### config.mk
export PLATFORM = sky130hd
export DESIGN_NAME = morse_receiver
export DESIGN_NICKNAME = d
export VERILOG_FILES = /design/src/rtl/morse_defs_pkg.sv /design/src/rtl/morse_lut.sv /design/src/rtl/morse_receiver.sv
export SDC_FILE = /design/constraint.sdc
export NUM_CORES = 1
export LEC_CHECK = 0
export ABC_CLOCK_PERIOD_IN_PS = 8750
export BUFFER_PORTS_ARGS = -buffer_cell sky130_fd_sc_hd__buf_2
export CAP_MARGIN = 20
export CORE_UTILIZATION = 25
export CTS_BUF_LIST = sky130_fd_sc_hd__clkbuf_16
export DETAILED_ROUTE_END_ITERATION = 7
export PLACE_DENSITY = 0.49
export SLEW_MARGIN = 15
export SYNTH_ARGS = -nofsm -noshare
export SYNTH_HDL_FRONTEND = slang
export SYNTH_SLANG_ARGS = --single-unit
### constraint.sdc
create_clock -name UnitClock -period 8.75 [get_ports UnitClock]
set_clock_uncertainty 0.05 [all_clocks]
set_input_delay 0.4375 -clock UnitClock [delete_from_list [all_inputs] [get_ports UnitClock]]
set_output_delay 0.4375 -clock UnitClock [all_outputs]
set_load 0.01 [all_outputs]
### src/rtl/morse_defs_pkg.sv
// Shared definitions for the Morse receive path: FSM states, timing
// multipliers in Morse units, and the ASCII bytes the receiver emits itself.
package morse_defs_pkg;

  typedef enum logic [1:0] {
    IDLE  = 2'd0,
    MARK  = 2'd1,
    SPACE = 2'd2,
    GAP   = 2'd3
  } state_t;

  localparam int MAX_SYMBOLS_DEFAULT = 6;

  // Mark/space thresholds in units: dash and inter-character gap share 2,
  // a word gap is 5, and the duration counter saturates at 8.
  localparam int CHAR_GAP_UNITS = 2;
  localparam int WORD_GAP_UNITS = 5;
  localparam int SAT_UNITS      = 8;

  localparam logic [7:0] ASCII_SPACE   = 8'h20;
  localparam logic [7:0] ASCII_UNKNOWN = 8'h3F;

endpackage

### src/rtl/morse_lut.sv
// Combinational Morse code table: {length, symbols} -> ASCII.
// Dash = 1, dot = 0; the first symbol sent sits in the top used bit.
module morse_lut
  import morse_defs_pkg::*;
(
  input  logic [2:0] len,
  input  logic [5:0] pattern,
  output logic [7:0] ascii,
  output logic       hit
);

  logic [5:0] used;

  // Clear bits above the symbol count so stale history never aliases a shorter code.
  assign used = pattern & 6'((7'd1 << len) - 7'd1);

  // Table lookup keyed on length and the used symbol bits.
  always_comb begin
    // NOTE: defaults first so every path assigns both outputs and no latch is inferred.
    ascii = ASCII_UNKNOWN;
    hit   = 1'b1;
    case ({len, used})
      {3'd1, 6'b000000}: ascii = "E";
      {3'd1, 6'b000001}: ascii = "T";
      {3'd2, 6'b000000}: ascii = "I";
      {3'd2, 6'b000001}: ascii = "A";
      {3'd2, 6'b000010}: ascii = "N";
      {3'd2, 6'b000011}: ascii = "M";
      {3'd3, 6'b000000}: ascii = "S";
      {3'd3, 6'b000001}: ascii = "U";
      {3'd3, 6'b000010}: ascii = "R";
      {3'd3, 6'b000011}: ascii = "W";
      {3'd3, 6'b000100}: ascii = "D";
      {3'd3, 6'b000101}: ascii = "K";
      {3'd3, 6'b000110}: ascii = "G";
      {3'd3, 6'b000111}: ascii = "O";
      {3'd4, 6'b000000}: ascii = "H";
      {3'd4, 6'b000001}: ascii = "V";
      {3'd4, 6'b000010}: ascii = "F";
      {3'd4, 6'b000100}: ascii = "L";
      {3'd4, 6'b000110}: ascii = "P";
      {3'd4, 6'b000111}: ascii = "J";
      {3'd4, 6'b001000}: ascii = "B";
      {3'd4, 6'b001001}: ascii = "X";
      {3'd4, 6'b001010}: ascii = "C";
      {3'd4, 6'b001011}: ascii = "Y";
      {3'd4, 6'b001100}: ascii = "Z";
      {3'd4, 6'b001101}: ascii = "Q";
      {3'd5, 6'b011111}: ascii = "0";
      {3'd5, 6'b001111}: ascii = "1";
      {3'd5, 6'b000111}: ascii = "2";
      {3'd5, 6'b000011}: ascii = "3";
      {3'd5, 6'b000001}: ascii = "4";
      {3'd5, 6'b000000}: ascii = "5";
      {3'd5, 6'b010000}: ascii = "6";
      {3'd5, 6'b011000}: ascii = "7";
      {3'd5, 6'b011100}: ascii = "8";
      {3'd5, 6'b011110}: ascii = "9";
      {3'd5, 6'b010010}: ascii = "/";
      {3'd6, 6'b010101}: ascii = ".";
      {3'd6, 6'b110011}: ascii = ",";
      {3'd6, 6'b001100}: ascii = "?";
      default:           hit   = 1'b0;
    endcase
  end

endmodule

### src/rtl/morse_receiver.sv
// Morse receiver: synchronizes the keyed light signal, times marks and
// spaces in unit ticks, classifies dots/dashes and emits one ASCII byte per
// character plus a single space byte per word gap.
module morse_receiver
  import morse_defs_pkg::*;
#(
  parameter int UNIT_TICKS  = 160,
  parameter int MAX_SYMBOLS = MAX_SYMBOLS_DEFAULT
) (
  input  logic       UnitClock,
  input  logic       Reset,
  input  logic       ONOFF,
  output logic [7:0] Char,
  output logic       CharValid,
  output logic       CharError,
  output logic       isDash,
  output logic       SymbolValid
);

  localparam int CW = $clog2(SAT_UNITS * UNIT_TICKS) + 1;

  localparam logic [CW-1:0] CNT_ONE   = CW'(1);
  localparam logic [CW-1:0] CNT_SAT   = CW'(SAT_UNITS * UNIT_TICKS);
  localparam logic [CW-1:0] DASH_MIN  = CW'(CHAR_GAP_UNITS * UNIT_TICKS);
  // Emission happens on the cycle whose increment would reach the threshold.
  localparam logic [CW-1:0] CHAR_LAST = CW'(CHAR_GAP_UNITS * UNIT_TICKS - 1);
  localparam logic [CW-1:0] WORD_LAST = CW'(WORD_GAP_UNITS * UNIT_TICKS - 1);
  localparam logic [2:0]    LEN_MAX   = 3'(MAX_SYMBOLS);

  logic          sync_meta, sync_on;
  state_t        state, state_nxt;
  logic [CW-1:0] count, count_nxt, count_inc;
  logic [2:0]    sym_len, sym_len_nxt;
  logic [5:0]    pattern, pattern_nxt;
  logic          overflow, overflow_nxt;
  logic [7:0]    char_nxt;
  logic          char_valid_nxt, char_error_nxt, is_dash_nxt, symbol_valid_nxt;
  logic          mark_is_dash;
  logic [7:0]    lut_ascii;
  logic          lut_hit;

  morse_lut u_lut (
    .len     (sym_len),
    .pattern (pattern),
    .ascii   (lut_ascii),
    .hit     (lut_hit)
  );

  assign count_inc    = (count == CNT_SAT) ? count : count + CNT_ONE;
  assign mark_is_dash = (count >= DASH_MIN);

  // Two-flop synchronizer for the asynchronous keying input.
  always_ff @(posedge UnitClock) begin
    // NOTE: non-blocking assignments so every flop samples pre-edge values.
    if (Reset) begin
      sync_meta <= 1'b0;
      sync_on   <= 1'b0;
    end else begin
      sync_meta <= ONOFF;
      sync_on   <= sync_meta;
    end
  end

  // State, duration counter, symbol accumulator and registered outputs.
  always_ff @(posedge UnitClock) begin
    if (Reset) begin
      state       <= IDLE;
      count       <= '0;
      sym_len     <= '0;
      pattern     <= '0;
      overflow    <= 1'b0;
      Char        <= 8'h00;
      CharValid   <= 1'b0;
      CharError   <= 1'b0;
      isDash      <= 1'b0;
      SymbolValid <= 1'b0;
    end else begin
      state       <= state_nxt;
      count       <= count_nxt;
      sym_len     <= sym_len_nxt;
      pattern     <= pattern_nxt;
      overflow    <= overflow_nxt;
      Char        <= char_nxt;
      CharValid   <= char_valid_nxt;
      CharError   <= char_error_nxt;
      isDash      <= is_dash_nxt;
      SymbolValid <= symbol_valid_nxt;
    end
  end

  // Next-state logic: time marks/spaces, classify symbols, emit characters.
  always_comb begin
    state_nxt        = state;
    count_nxt        = count;
    sym_len_nxt      = sym_len;
    pattern_nxt      = pattern;
    overflow_nxt     = overflow;
    char_nxt         = Char;
    char_valid_nxt   = 1'b0;
    char_error_nxt   = 1'b0;
    is_dash_nxt      = isDash;
    symbol_valid_nxt = 1'b0;

    case (state)
      IDLE: begin
        if (sync_on) begin
          state_nxt = MARK;
          count_nxt = CNT_ONE;
        end
      end

      MARK: begin
        if (sync_on) begin
          count_nxt = count_inc;
        end else begin
          is_dash_nxt      = mark_is_dash;
          symbol_valid_nxt = 1'b1;
          pattern_nxt      = {pattern[4:0], mark_is_dash};
          // Too many symbols: remember it, but keep the length in LUT range.
          if (sym_len == LEN_MAX) overflow_nxt = 1'b1;
          else                    sym_len_nxt  = sym_len + 3'd1;
          state_nxt = SPACE;
          count_nxt = CNT_ONE;
        end
      end

      SPACE: begin
        if (sync_on) begin
          state_nxt = MARK;
          count_nxt = CNT_ONE;
        end else begin
          count_nxt = count_inc;
          if (count == CHAR_LAST) begin
            char_valid_nxt = 1'b1;
            if (overflow || !lut_hit) begin
              char_nxt       = ASCII_UNKNOWN;
              char_error_nxt = 1'b1;
            end else begin
              char_nxt = lut_ascii;
            end
            sym_len_nxt  = '0;
            pattern_nxt  = '0;
            overflow_nxt = 1'b0;
            state_nxt    = GAP;
          end
        end
      end

      GAP: begin
        if (sync_on) begin
          state_nxt = MARK;
          count_nxt = CNT_ONE;
        end else if (count == WORD_LAST) begin
          char_nxt       = ASCII_SPACE;
          char_valid_nxt = 1'b1;
          state_nxt      = IDLE;
          count_nxt      = '0;
        end else begin
          count_nxt = count_inc;
        end
      end

      default: begin
        state_nxt = IDLE;
        count_nxt = '0;
      end
    endcase
  end

endmodule
Word level (Yosys, flattened, before mapping)
Cells that the tools add are included.
{ "op_classes": {"addsub": 3, "order_cmp": 1, "eq_ne": 57, "shifts": 1, "muxes": 43, "bitwise_logic": 5, "n_reduce_logical": 14} }
{ "op_table": {"columns": ["op", "count"], "rows": [
  ["case mux 7 bit (39 select lines)", 1],
  ["equality test 9 bit, second input constant", 26],
  ["equality test 9 x 8 -> 1 bit, second input constant", 12],
  ["2-to-1 mux 12 bit", 6],
  ["case mux 12 bit (4 select lines)", 1],
  ["2-to-1 mux 8 bit", 5],
  ["OR reduction 40 bit", 1],
  ["equality test 9 x 7 -> 1 bit, second input constant", 2],
  ["2-to-1 mux 6 bit", 3],
  ["!= test 2 bit, second input constant", 8],
  ["case mux 8 bit (2 select lines)", 1],
  ["AND reduction 5 bit", 3],
  ["adder 12 x 1 -> 12 bit, second input constant", 1],
  ["equality test 12 x 10 -> 1 bit, second input constant", 1],
  ["equality test 12 x 11 -> 1 bit, second input constant", 1],
  ["equality test 12 x 9 -> 1 bit, second input constant", 1],
  [">= comparator 12 x 9 -> 1 bit, second input constant", 1],
  ["2-to-1 mux 2 bit", 6],
  ["2-to-1 mux 3 bit", 4],
  ["case mux 6 bit (2 select lines)", 1],
  ["2-to-1 mux 1 bit", 11],
  ["case mux 2 bit (4 select lines)", 1],
  ["AND reduction 4 bit", 2],
  ["AND 6 bit", 1],
  ["other kinds (17)", 24]
]} }
{ "word_totals": {"ff_bits": 38, "input_bits": 3} }

Depth between registers and ports, before layout
Gate-level depths: netlist of the first run.
{ "depth": {"ltp_word": 12, "ltp_mapped": 12, "ltp_nobuf": 9} }

By module
From an unflattened synthesis of the first run, not the netlist that was laid out.
{ "hier_totals": {"cells_unflattened": 401, "hier_area_um2": 3115.5} }
{ "by_module_without_submodules": {"columns": ["mod", "n_inst", "cells_each", "area_per_inst_um2", "seq_area_each_um2"], "rows": [
  ["morse_receiver", 1, 223, 1964.4, 760.7],
  ["morse_lut", 1, 178, 1151.1, 0.0]
]} }

Worst setup path after synthesis of the first run
Ideal clock, no wire load.
{ "synth_timing": {"kind": "register to register", "startpoint": "reg sym_len[1]", "endpoint": "reg Char[5]", "setup_ns": 0.115, "arrival_ns": 2.873, "setup_slack_ns": 5.712, "stages_incl_launch_ff": 12, "path_buffers": 2, "period_less_slack_ns": 3.038, "path_cell_list": "dfxtp_1 > buf_2 > inv_1 > ha_1 > buf_6 > or4b_4 > o2111ai_4 > mux2_4 > o31ai_4 > and4b_4 > or3_1 > o21a_1"} }
{ "synth_via": {"elab_chain_len": 12, "elab_cells_between_ends": 52, "classes_between": "add/sub (1); eq/ne (40); shift (1); mux (6); bitwise (1); reduce/logical (3)"} }
{ "synth_lines": {"columns": ["element", "line_no", "text"], "rows": [
  ["from (decl)", "morse_receiver.sv:33", "logic [2:0] sym_len, sym_len_nxt;"],
  ["from (signal assigned)", "morse_receiver.sv:80", "sym_len <= sym_len_nxt;"],
  ["<< shifter 1 x 3 -> 6 bit", "morse_lut.sv:15", "assign used = pattern & 6'((7'd1 << len) - 7'd1);"],
  ["subtractor 6 x 1 -> 6 bit", "morse_lut.sv:15", null],
  ["AND 6 bit", "morse_lut.sv:15", null],
  ["equality test 9 x 7 -> 1 bit (tied with other cells)", "morse_lut.sv:22", "case ({len, used})"],
  ["OR reduction 40 bit (no source line)", null, null],
  ["2-to-1 mux 1 bit", "morse_lut.sv:22", null],
  ["logical NOT 1 bit", "morse_receiver.sv:135", "if (overflow || !lut_hit) begin"],
  ["logical OR 1 bit", "morse_receiver.sv:135", null],
  ["2-to-1 mux 8 bit (*)", "morse_receiver.sv:135", null],
  ["2-to-1 mux 8 bit (*)", "morse_receiver.sv:133", "if (count == CHAR_LAST) begin"],
  ["2-to-1 mux 8 bit (*)", "morse_receiver.sv:128", "if (sync_on) begin"],
  ["case mux 8 bit (2 select lines) (*)", "morse_receiver.sv:104", "case (state)"],
  ["to (signal assigned)", "morse_receiver.sv:83", "Char <= char_nxt;"],
  ["to (decl)", "morse_receiver.sv:13", "output logic [7:0] Char,"]
]} }
Mark *: on every way between the ends. The rest lies on a longest branch, timed or not. The select of a mux whose other input is x is not followed.
A chain may end at the register's enable or synchronous reset.

Worst setup path after layout of the first run
Ends and elaborated chain as after synthesis.

==> out/metrics.csv, run 1 <==
stage,metric,value,unit
timing,"Min Clock Period, post-route",3.64,ns
power,Clock Power Share,54.2,%
synthesis,"EDFF count, synth",0,
timing,f_max,0.275,GHz
synthesis,"area leader, netlist",dfxtp_1,
worst_setup_path,Critical Path End Type,flop,
job,max-cap violations,0,
worst_setup_path,Worst Setup EP,Char[5],
global_route,first-pass GRT wire length,13100,um
route,Detail Route Antenna Nets,0,
place,"Cell Area, Placed",0.00293,mm2
worst_setup_path,worst endpoint required time,8.87,ns
clocking,clock latency on the worst-skew pair,0.28,ns
global_route,initial antenna violation count,0,
clocking,cts hold-fix bufs,0,
global_route,largest net degree at the start of global routing,33,
synthesis,synthesis-stage register bit count,37,
power,Flop pwr share,40.7,%
finish,ant diodes,0,
synthesis,Syn Inst Count,375,
synthesis,top_reg_cell synth,dfxtp_1,
synthesis,most instantiated cells after synthesis,"nor2_1 (42), dfxtp_1 (37), a21oi_1 (36), nand2_1 (30), o21ai_0 (18)",
finish,Final Instance Area,0.00312,mm2
timing,RSZ-0062 raised after global routing,false,
power,internal power,0.000340,W
power,peak ir drop on the vdd network,0.0739,mV
synthesis,distinct cell type count of the synthesized netlist,68,
synthesis,average cell area after synthesis,7.51,um2
place,DP Worst Slack,5.18,ns
route,post-DR wirelength/cell,15.5,um
power,Psw,0.0000861,W
route,via/cell ratio,5.50,
power,Power Total,0.000427,W
finish,fin nets,379,
timing,Slew Limit Fails,0,
finish,share of layout cells above drive strength 1,9.19,%
finish,utilization after layout,28.6,%
outcome,status,finished clean,
clocking,Clock Root Buffer,clkbuf_16,
finish,Syn-to-layout area delta,10.6,%
synthesis,"Cell Area, Synth",0.00282,mm2
synthesis,"Seq/Total Area, Yosys",26.3,%
worst_setup_path,R2R setup slack,5.11,ns
worst_setup_path,Critical R2R Launch,sym_len[1],
worst_setup_path,R2R cell count,9,
clocking,"Clk pin slew, worst setup/hold paths",0.06,ns
global_route,GR Overflow Total,0,
synthesis,cell with the most instances after synthesis,nor2_1,
global_route,vias in the first global route,2576,
place,port buffer count,13,
route,first-pass iteration count of the detailed router,5,
route,drt drc,0,
timing,Final Worst Setup Slack,5.11,ns
floorplan,Boundary Pins,15,
floorplan,die height,108,um
place,DPL Wire Length,5790,um
worst_setup_path,launch point of the critical path,sym_len[1],
floorplan,Cell Rows,38,
worst_setup_path,crit path max fanout,19,
clocking,CTS H-Tree Depth,2,
clocking,clk sink count,37,
place,GPL Wtd Cong,0.886,
power,pwr dens,137,mW/mm2
clocking,# resized after CTS,0,
route,Vias,2806,
clocking,setup bufs post-CTS,0,
worst_setup_path,"Arr. time, crit path",3.76,ns
timing,worst rel slew slack,53.3,%
timing,crit share post-route,41.6,%
synthesis,synth top area cells,"dfxtp_1 (26%), a21oi_1 (6.4%), nor2_1 (5.6%)",
worst_setup_path,type of origin of the critical path,flop,
floorplan,die area,0.0117,mm2
worst_setup_path,WS Path Type,flop to flop,
worst_setup_path,reg2reg end,Char[5],
power,P_leak,1.07,nW
route,total wire length,7900,um
floorplan,Core ar.,0.0109,mm2
timing,Fin Setup TNS,0,ns
timing,Final Hold Viols,0,
global_route,GRT Total Usage,13.9,%
finish,Layout fillers,1173,
timing,final setup vio count,0,
timing,worst slew pin tran,0.695,ns
synthesis,Synth top area share,26.3,%
clocking,CTS tree,built,
floorplan,Initial Util,25.9,%
synthesis,"Async S/R FF share, synth",0,%
synthesis,Synth Net Count,385,
power,Logic pwr share,5.1,%
floorplan,Die Wd,108,um
synthesis,Ys Warns,0,
clocking,number of buffers created by CTS,5,
power,sw frac,20.2,%
route,drt initial violations,192,
min_path,hold crit path type,input pin to flop,
clocking,clock buffer depth,2,
-- flip-flops by register name (all words and copies together) (netlist names) --
name / cells
overflow: 1
CharError: 1
Char: 7
sync_on: 1
CharValid: 1
SymbolValid: 1
state: 2
count: 12
pattern: 6
isDash: 1
sym_len: 3
sync_meta: 1
-- cells in the final DEF (no fill, tap or decap), types with 3 or more instances in the layout --
master	netlist	final
a21o_1	5	5
a21oi_1	36	36
a221oi_1	3	3
a22o_1	5	5
a31oi_1	5	5
a32oi_1	4	4
and3_1	9	9
buf_2	6	13
clkbuf_16	0	5
dfxtp_1	37	37
ha_1	7	7
inv_1	11	11
nand2_1	30	30
nand2b_1	13	13
nand3_1	14	14
nand4_1	4	4
nor2_1	42	42
nor2b_1	10	10
nor3_1	13	13
nor3b_1	3	3
nor4_1	5	5
nor4b_1	3	3
o211ai_1	4	4
o21a_1	9	9
o21ai_0	18	18
or3_1	4	4
or4_1	3	3
-- critical path, cell delays in order (launching register included) --
cell       delay, ns
dfxtp_1         0.64
ha_1            0.46
ha_1            0.30
or4b_4          0.50
o2111ai_4       0.27
mux2_4          0.36
o31ai_4         0.19
and4b_4         0.25
or3_1           0.34
o21a_1          0.17
-- power groups by stage --
stage / clock [W] / sequential [W] / combinational, W
final: 0.000231 / 0.000173 / 0.0000219
after global routing: 0.000245 / 0.000174 / 0.0000247
after CTS: 0.000235 / 0.000173 / 0.0000220
after detailed placement: 0 / 0.000177 / 0.0000219
after global placement: 0 / 0.000177 / 0.0000219
after floorplan: 0 / 0.000175 / 0.0000192
-- routing by layer --
metal  GRT usage (%)  share of wire, %
met1            19.4                48
met2            21.2                45
met3            2.41               5.1
met4            4.99               1.9
met5               0                 0
-- cell type report --
cell class	instances	area, um2	area share (%)
clock inverters	3	65.1	2.09
clock buffers	5	125	4.02
multi-input cells	301	1900	61.1
inverters	11	41.3	1.33
repair buffers	13	65.1	2.09
flip-flops and latches	37	741	23.8
well taps	140	175	5.62
-- worst min-delay path by stage --
stage	slack, ns	to	startpoint	cells past startpoint
3_3_place_gp	0.37	sync_on	sync_meta	1
4_1_cts	0.32	sync_meta	ONOFF	2
3_5_place_dp	0.38	sync_on	sync_meta	1
6_report	0.32	sync_meta	ONOFF	2
5_1_grt	0.32	sync_meta	ONOFF	2
2_1_floorplan	0.36	sync_on	sync_meta	1
-- kinds of logic after synthesis --
| family | share of synthesized area (%) |
|---|---|
| and+or+nand+nor | 31.3 |
| muxes | 1.24 |
| other | 0.133 |
| DFF | 26.3 |
| adders and majority gates | 3.11 |
| buffers and inverters | 6.13 |
| AOI/OAI and AO/OA | 30.6 |
| xor gates and xnor gates | 1.24 |
-- metrics by stage --
step,hold slack [ns],cells
floorplan,0.364,375
global placement,0.365,502
detailed placement,0.377,502
CTS,0.319,510
global route,0.315,510
finish,0.320,510
Note: power is estimated with default switching activity, not from simulation.
==> inputs of run 2 (changes only) <==
- ABC_CLOCK_PERIOD_IN_PS: 8750 -> 3100
- PLACE_DENSITY: 0.49 -> 0.51
- clock period: 8.75 -> 3.1 ns (I/O delays scaled with it)
==> out/metrics.csv, run 2 (synthesis gave the netlist of run 1 again) <==
stage,metric,value,unit,change
power,Psw,0.000263,W,+210%
worst_setup_path,type of origin of the critical path,flop,,
outcome,status,finished clean,,
floorplan,die height,108,um,unchanged
finish,Largest Register,count,,
place,GPL Wtd Cong,0.872,,-1.5%
power,internal power,0.000804,W,+140%
worst_setup_path,Max stage delay on crit path,0.58,ns,-0.06 ns
route,drt initial violations,150,,-22%
finish,share of layout cells above drive strength 1,13.6,%,+4.4 points
timing,crit share post-route,96.2,%,+55 points
worst_setup_path,kind of cell adding the most delay to the critical path,simple AND/OR/NAND/NOR gates,,
finish,fin nets,398,,+5.0%
clocking,"Clk pin slew, worst setup/hold paths",0.06,ns,about the same
timing,f_max,0.335,GHz,+22%
timing,RSZ-0062 raised after global routing,false,,
clocking,Clock Root Buffer,clkbuf_16,,
route,first-pass iteration count of the detailed router,5,,unchanged
clocking,# resized after CTS,0,,unchanged
worst_setup_path,CP cell instances,inv_1 > ha_1 > or4b_4 > o2111ai_4 > mux2_4 > o31ai_4 > and4b_4 > or3_1 > o21a_1,,
place,DPL Wire Length,5780,um,-0.12%
clocking,cts hold-fix bufs,0,,unchanged
floorplan,Initial Util,25.9,%,unchanged
route,post-DR wirelength/cell,15.1,um,-2.8%
clocking,clock latency on the worst-skew pair,0.28,ns,about the same
timing,Slew Limit Fails,0,,unchanged
job,max-cap violations,0,,unchanged
route,Detail Route Antenna Nets,0,,unchanged
power,P_leak,1.14,nW,+6.9%
worst_setup_path,crit path max fanout,8,,-11
power,Flop pwr share,45.8,%,+5.1 points
clocking,number of buffers created by CTS,5,,unchanged
floorplan,Boundary Pins,15,,unchanged
place,port buffer count,13,,unchanged
finish,"commonest non-fill, non-tap cell in the layout",nor2_1,,
floorplan,Core ar.,0.0109,mm2,unchanged
timing,final setup vio count,0,,unchanged
finish,Largest regs,"count (12), Char (7), pattern (6)",,
worst_setup_path,worst endpoint required time,3.23,ns,-5.64 ns
timing,worst slew pin tran,0.754,ns,+0.0588 ns
global_route,GRT Total Usage,14.1,%,+0.27 points
floorplan,die area,0.0117,mm2,unchanged
global_route,GR Overflow Total,0,,unchanged
worst_setup_path,CP bufs+invs,1,,+1
global_route,largest net degree at the start of global routing,33,,unchanged
worst_setup_path,WS Path Type,flop to flop,,
power,peak ir drop on the vdd network,0.227,mV,+210%
power,sw frac,24.6,%,+4.4 points
power,Clock Power Share,48.0,%,-6.2 points
clocking,setup bufs post-CTS,0,,unchanged
min_path,hold crit path type,input pin to flop,,
timing,Fin Setup TNS,0,ns,unchanged
clocking,CTS H-Tree Depth,2,,unchanged
route,total wire length,7970,um,+0.85%
route,Vias,2858,,+1.9%
power,Logic pwr share,6.3,%,+1.2 points
route,drt drc,0,,unchanged
global_route,first-pass GRT wire length,13300,um,+1.4%
finish,ant diodes,0,,unchanged
clocking,clock buffer depth,2,,unchanged
power,Power Total,0.00107,W,+150%
worst_setup_path,R2R setup slack,0.12,ns,-4.99 ns
clocking,clk sink count,37,,unchanged
worst_setup_path,CP max stage cell,or4b_4,,
worst_setup_path,"Arr. time, crit path",3.11,ns,-0.65 ns
clocking,CTS tree,built,,
finish,most frequent cells in the layout,"nor2_1 (42), dfxtp_1 (37), a21oi_1 (36)",,
power,pwr dens,331,mW/mm2,+140%
route,via/cell ratio,5.40,,-1.8%
timing,worst rel slew slack,49.3,%,-4.0 points
global_route,initial antenna violation count,0,,unchanged
worst_setup_path,Critical Path End Type,flop,,
finish,max reg flops,12,,unchanged
global_route,vias in the first global route,2628,,+2.0%
floorplan,Die Wd,108,um,unchanged
finish,Syn-to-layout area delta,14.3,%,
floorplan,Cell Rows,38,,unchanged
timing,Final Hold Viols,0,,unchanged
timing,"Min Clock Period, post-route",2.98,ns,-0.660 ns
==> run 2: metrics by stage <==
stage               setup slack, ns  hold WS, ns  util [%]  instance area (um2)  instances
detailed placement            0.111        0.323      28.2                 3070        521
floorplan                    0.0621        0.233         -                 2820        375
CTS                          0.0721       0.0337      29.5                 3210        529
global placement              0.115        0.311      28.2                 3070        521
global route                0.00213       0.0435      29.6                 3220        529
finish                        0.119       0.0339      29.6                 3220        529
==> run 2: final cells by class <==
class | instances | area, um2
clock inverters | 3 | 21.3
fillers | 1180 | 7670
well taps | 140 | 175
multi-input cells | 301 | 1900
flip-flops and latches | 37 | 741
repair buffers | 32 | 211
clock buffers | 5 | 125
inverters | 11 | 41.3
==> run 2: final timing paths <==
check,from,to,cells past startpoint
worst max-delay path,sym_len[0],Char[5],9
worst max register to register,sym_len[0],Char[5],9
worst min register to register,sync_meta,sync_on,1
worst min-delay path,ONOFF,sync_meta,2
==> run 2: power by group through the flow <==
stage | Combinational, W | Clock [W] | Sequential [W]
6_report | 0.0000667 | 0.000512 | 0.000488
5_1_grt | 0.0000753 | 0.000552 | 0.000489
4_1_cts | 0.0000667 | 0.000528 | 0.000488
3_5_place_dp | 0.0000663 | 0 | 0.000499
3_3_place_gp | 0.0000664 | 0 | 0.000499
2_1_floorplan | 0.0000541 | 0 | 0.000494
==> run 2: per-layer routing <==
layer,vias up,routed length [um],GRT usage [%]
met5,-,0,0
met4,0,212,5.68
met3,17,393,2.11
met2,101,3700,22.8
met1,1331,3670,18.8
li1,1409,-,-
==> inputs of run 3 (changes only) <==
- CELL_PAD_IN_SITES_DETAIL_PLACEMENT: not set -> 1
- CELL_PAD_IN_SITES_GLOBAL_PLACEMENT: not set -> 2
- PLACE_DENSITY: 0.51 -> 0.71
==> out/metrics.csv, run 3 (synthesis gave the netlist of run 1 again) <==
stage,metric,value,unit,change
min_path,hold crit path type,input pin to flop,,
worst_setup_path,R2R cell count,9,,unchanged
timing,f_max,0.346,GHz,+3.2%
global_route,GR Overflow Total,0,,unchanged
clocking,number of buffers created by CTS,5,,unchanged
finish,share of layout cells above drive strength 1,15.1,%,+1.4 points
clocking,clk sink count,37,,unchanged
floorplan,die height,108,um,unchanged
clocking,clock latency on the worst-skew pair,0.28,ns,about the same
job,max-cap violations,0,,unchanged
finish,"commonest non-fill, non-tap cell in the layout",nor2_1,,
place,port buffer count,13,,unchanged
finish,Largest regs,"count (12), Char (7), pattern (6)",,
timing,Slew Limit Fails,0,,unchanged
global_route,first-pass GRT wire length,15600,um,+17%
outcome,status,finished clean,,
finish,most frequent cells in the layout,"nor2_1 (42), a21oi_1 (36), dfxtp_1 (35)",,
route,drt drc,0,,unchanged
route,post-DR wirelength/cell,17.4,um,+16%
power,peak ir drop on the vdd network,0.162,mV,-29%
finish,Largest Register,count,,
route,first-pass iteration count of the detailed router,4,,-1
floorplan,die area,0.0117,mm2,unchanged
place,DPL Wire Length,6950,um,+20%
clocking,clock buffer depth,2,,unchanged
floorplan,Die Wd,108,um,unchanged
power,P_leak,1.17,nW,+2.4%
timing,final hold slack,0.0525,ns,+0.0186 ns
worst_setup_path,type of origin of the critical path,flop,,
finish,fin nets,401,,+0.75%
floorplan,Boundary Pins,15,,unchanged
route,total wire length,9270,um,+16%
timing,Fin Setup TNS,0,ns,unchanged
finish,Syn-to-layout area delta,16.3,%,
clocking,cts hold-fix bufs,0,,unchanged
floorplan,Cell Rows,38,,unchanged
floorplan,Initial Util,25.9,%,unchanged
global_route,vias in the first global route,3001,,+14%
route,Vias,2920,,+2.2%
clocking,CTS H-Tree Depth,2,,unchanged
route,drt initial violations,138,,-8.0%
worst_setup_path,crit path max fanout,6,,-2
worst_setup_path,Worst Setup EP,Char[5],,
finish,max reg flops,12,,unchanged
global_route,GRT Total Usage,16.9,%,+2.8 points
worst_setup_path,reg2reg end,Char[5],,
worst_setup_path,"Arr. time, crit path",3.01,ns,-0.10 ns
finish,ant diodes,0,,unchanged
worst_setup_path,WS Path Type,flop to flop,,
worst_setup_path,Critical Path End Type,flop,,
global_route,largest net degree at the start of global routing,33,,unchanged
worst_setup_path,worst endpoint required time,3.22,ns,about the same
place,"Cell Area, Placed",0.00308,mm2,+0.24%
timing,RSZ-0062 raised after global routing,false,,
timing,worst rel slew slack,44.5,%,-4.9 points
place,GPL Wtd Cong,0.904,,+3.7%
timing,Final Hold Viols,0,,unchanged
worst_setup_path,Critical R2R Launch,sym_len[1],,
global_route,initial antenna violation count,0,,unchanged
floorplan,Core ar.,0.0109,mm2,unchanged
timing,"Min Clock Period, post-route",2.89,ns,-0.0933 ns
clocking,Clock Root Buffer,clkbuf_16,,
route,Detail Route Antenna Nets,0,,unchanged
timing,worst slew pin tran,0.827,ns,+0.0724 ns
worst_setup_path,launch point of the critical path,sym_len[1],,
route,via/cell ratio,5.49,,+1.6%
min_path,min-delay src,ONOFF,,
worst_setup_path,R2R setup slack,0.21,ns,+0.09 ns
finish,Final Instance Area,0.00327,mm2,+1.7%
power,pwr dens,348,mW/mm2,+4.9%
clocking,CTS tree,built,,
clocking,"Clk pin slew, worst setup/hold paths",0.06,ns,about the same
timing,final setup vio count,0,,unchanged
timing,crit share post-route,93.2,%,-3.0 points
run 3: per-stage QoR:
stage	power [W]	util (%)	worst slack (ns)	instances
final	0.00114	30.1	0.212	532
after global routing	0.00118	30.1	0.0582	532
after CTS	0.00116	29.8	0.0444	530
after detailed placement	0.000569	28.2	0.0730	522
after global placement	0.000567	28.2	0.236	522
after floorplan	0.000548	-	0.0621	375
run 3: power breakdown:
part | total, W | internal [W] | leakage (nW) | switching [W]
combinational | 0.0000686 | 0.0000236 | 0.783 | 0.0000450
clock | 0.000580 | 0.000378 | 0.0852 | 0.000203
sequential | 0.000490 | 0.000481 | 0.300 | 0.00000890
total | 0.00114 | 0.000882 | 1.17 | 0.000256
run 3: area by class of cell:
type                       count  area [um2]
fill                        1313        7610
timing repair buffer          35         234
tap                          140         175
sequential                    37         743
inverter                      11        41.3
multi-input combinational    301        1910
clock buffer                   5         125
clock inverter                 3        42.5
run 3: worst min-delay path by stage:
stage,slack [ns],to,cells past startpoint
floorplan,0.23,sync_meta,1
global placement,0.31,sync_meta,2
detailed placement,0.35,sync_meta,2
CTS,0.06,sync_meta,2
global route,0.08,sync_meta,2
finish,0.05,sync_meta,2
run 3: critical path: stages, from the launching register on:
cell and delay, ns:
dfxtp_2 0.37, ha_1 0.19, ha_2 0.23, or4b_4 0.49, o2111ai_4 0.14, mux2_4 0.34
o31ai_4 0.19, and4b_4 0.26, or3_1 0.34, o21a_1 0.18
run 3: what timing repair did:
item | 4_1_cts | 5_1_grt
setup buffers | 0 | 2
resized for setup | 0 | 6
setup endpoints to repair | 0 | 8
run 3: metal layers:
metal	global-route usage [%]	routed length, um
met5	0	0
met4	5.19	184
met3	2.41	260
met2	28.0	4330
met1	22.6	4490
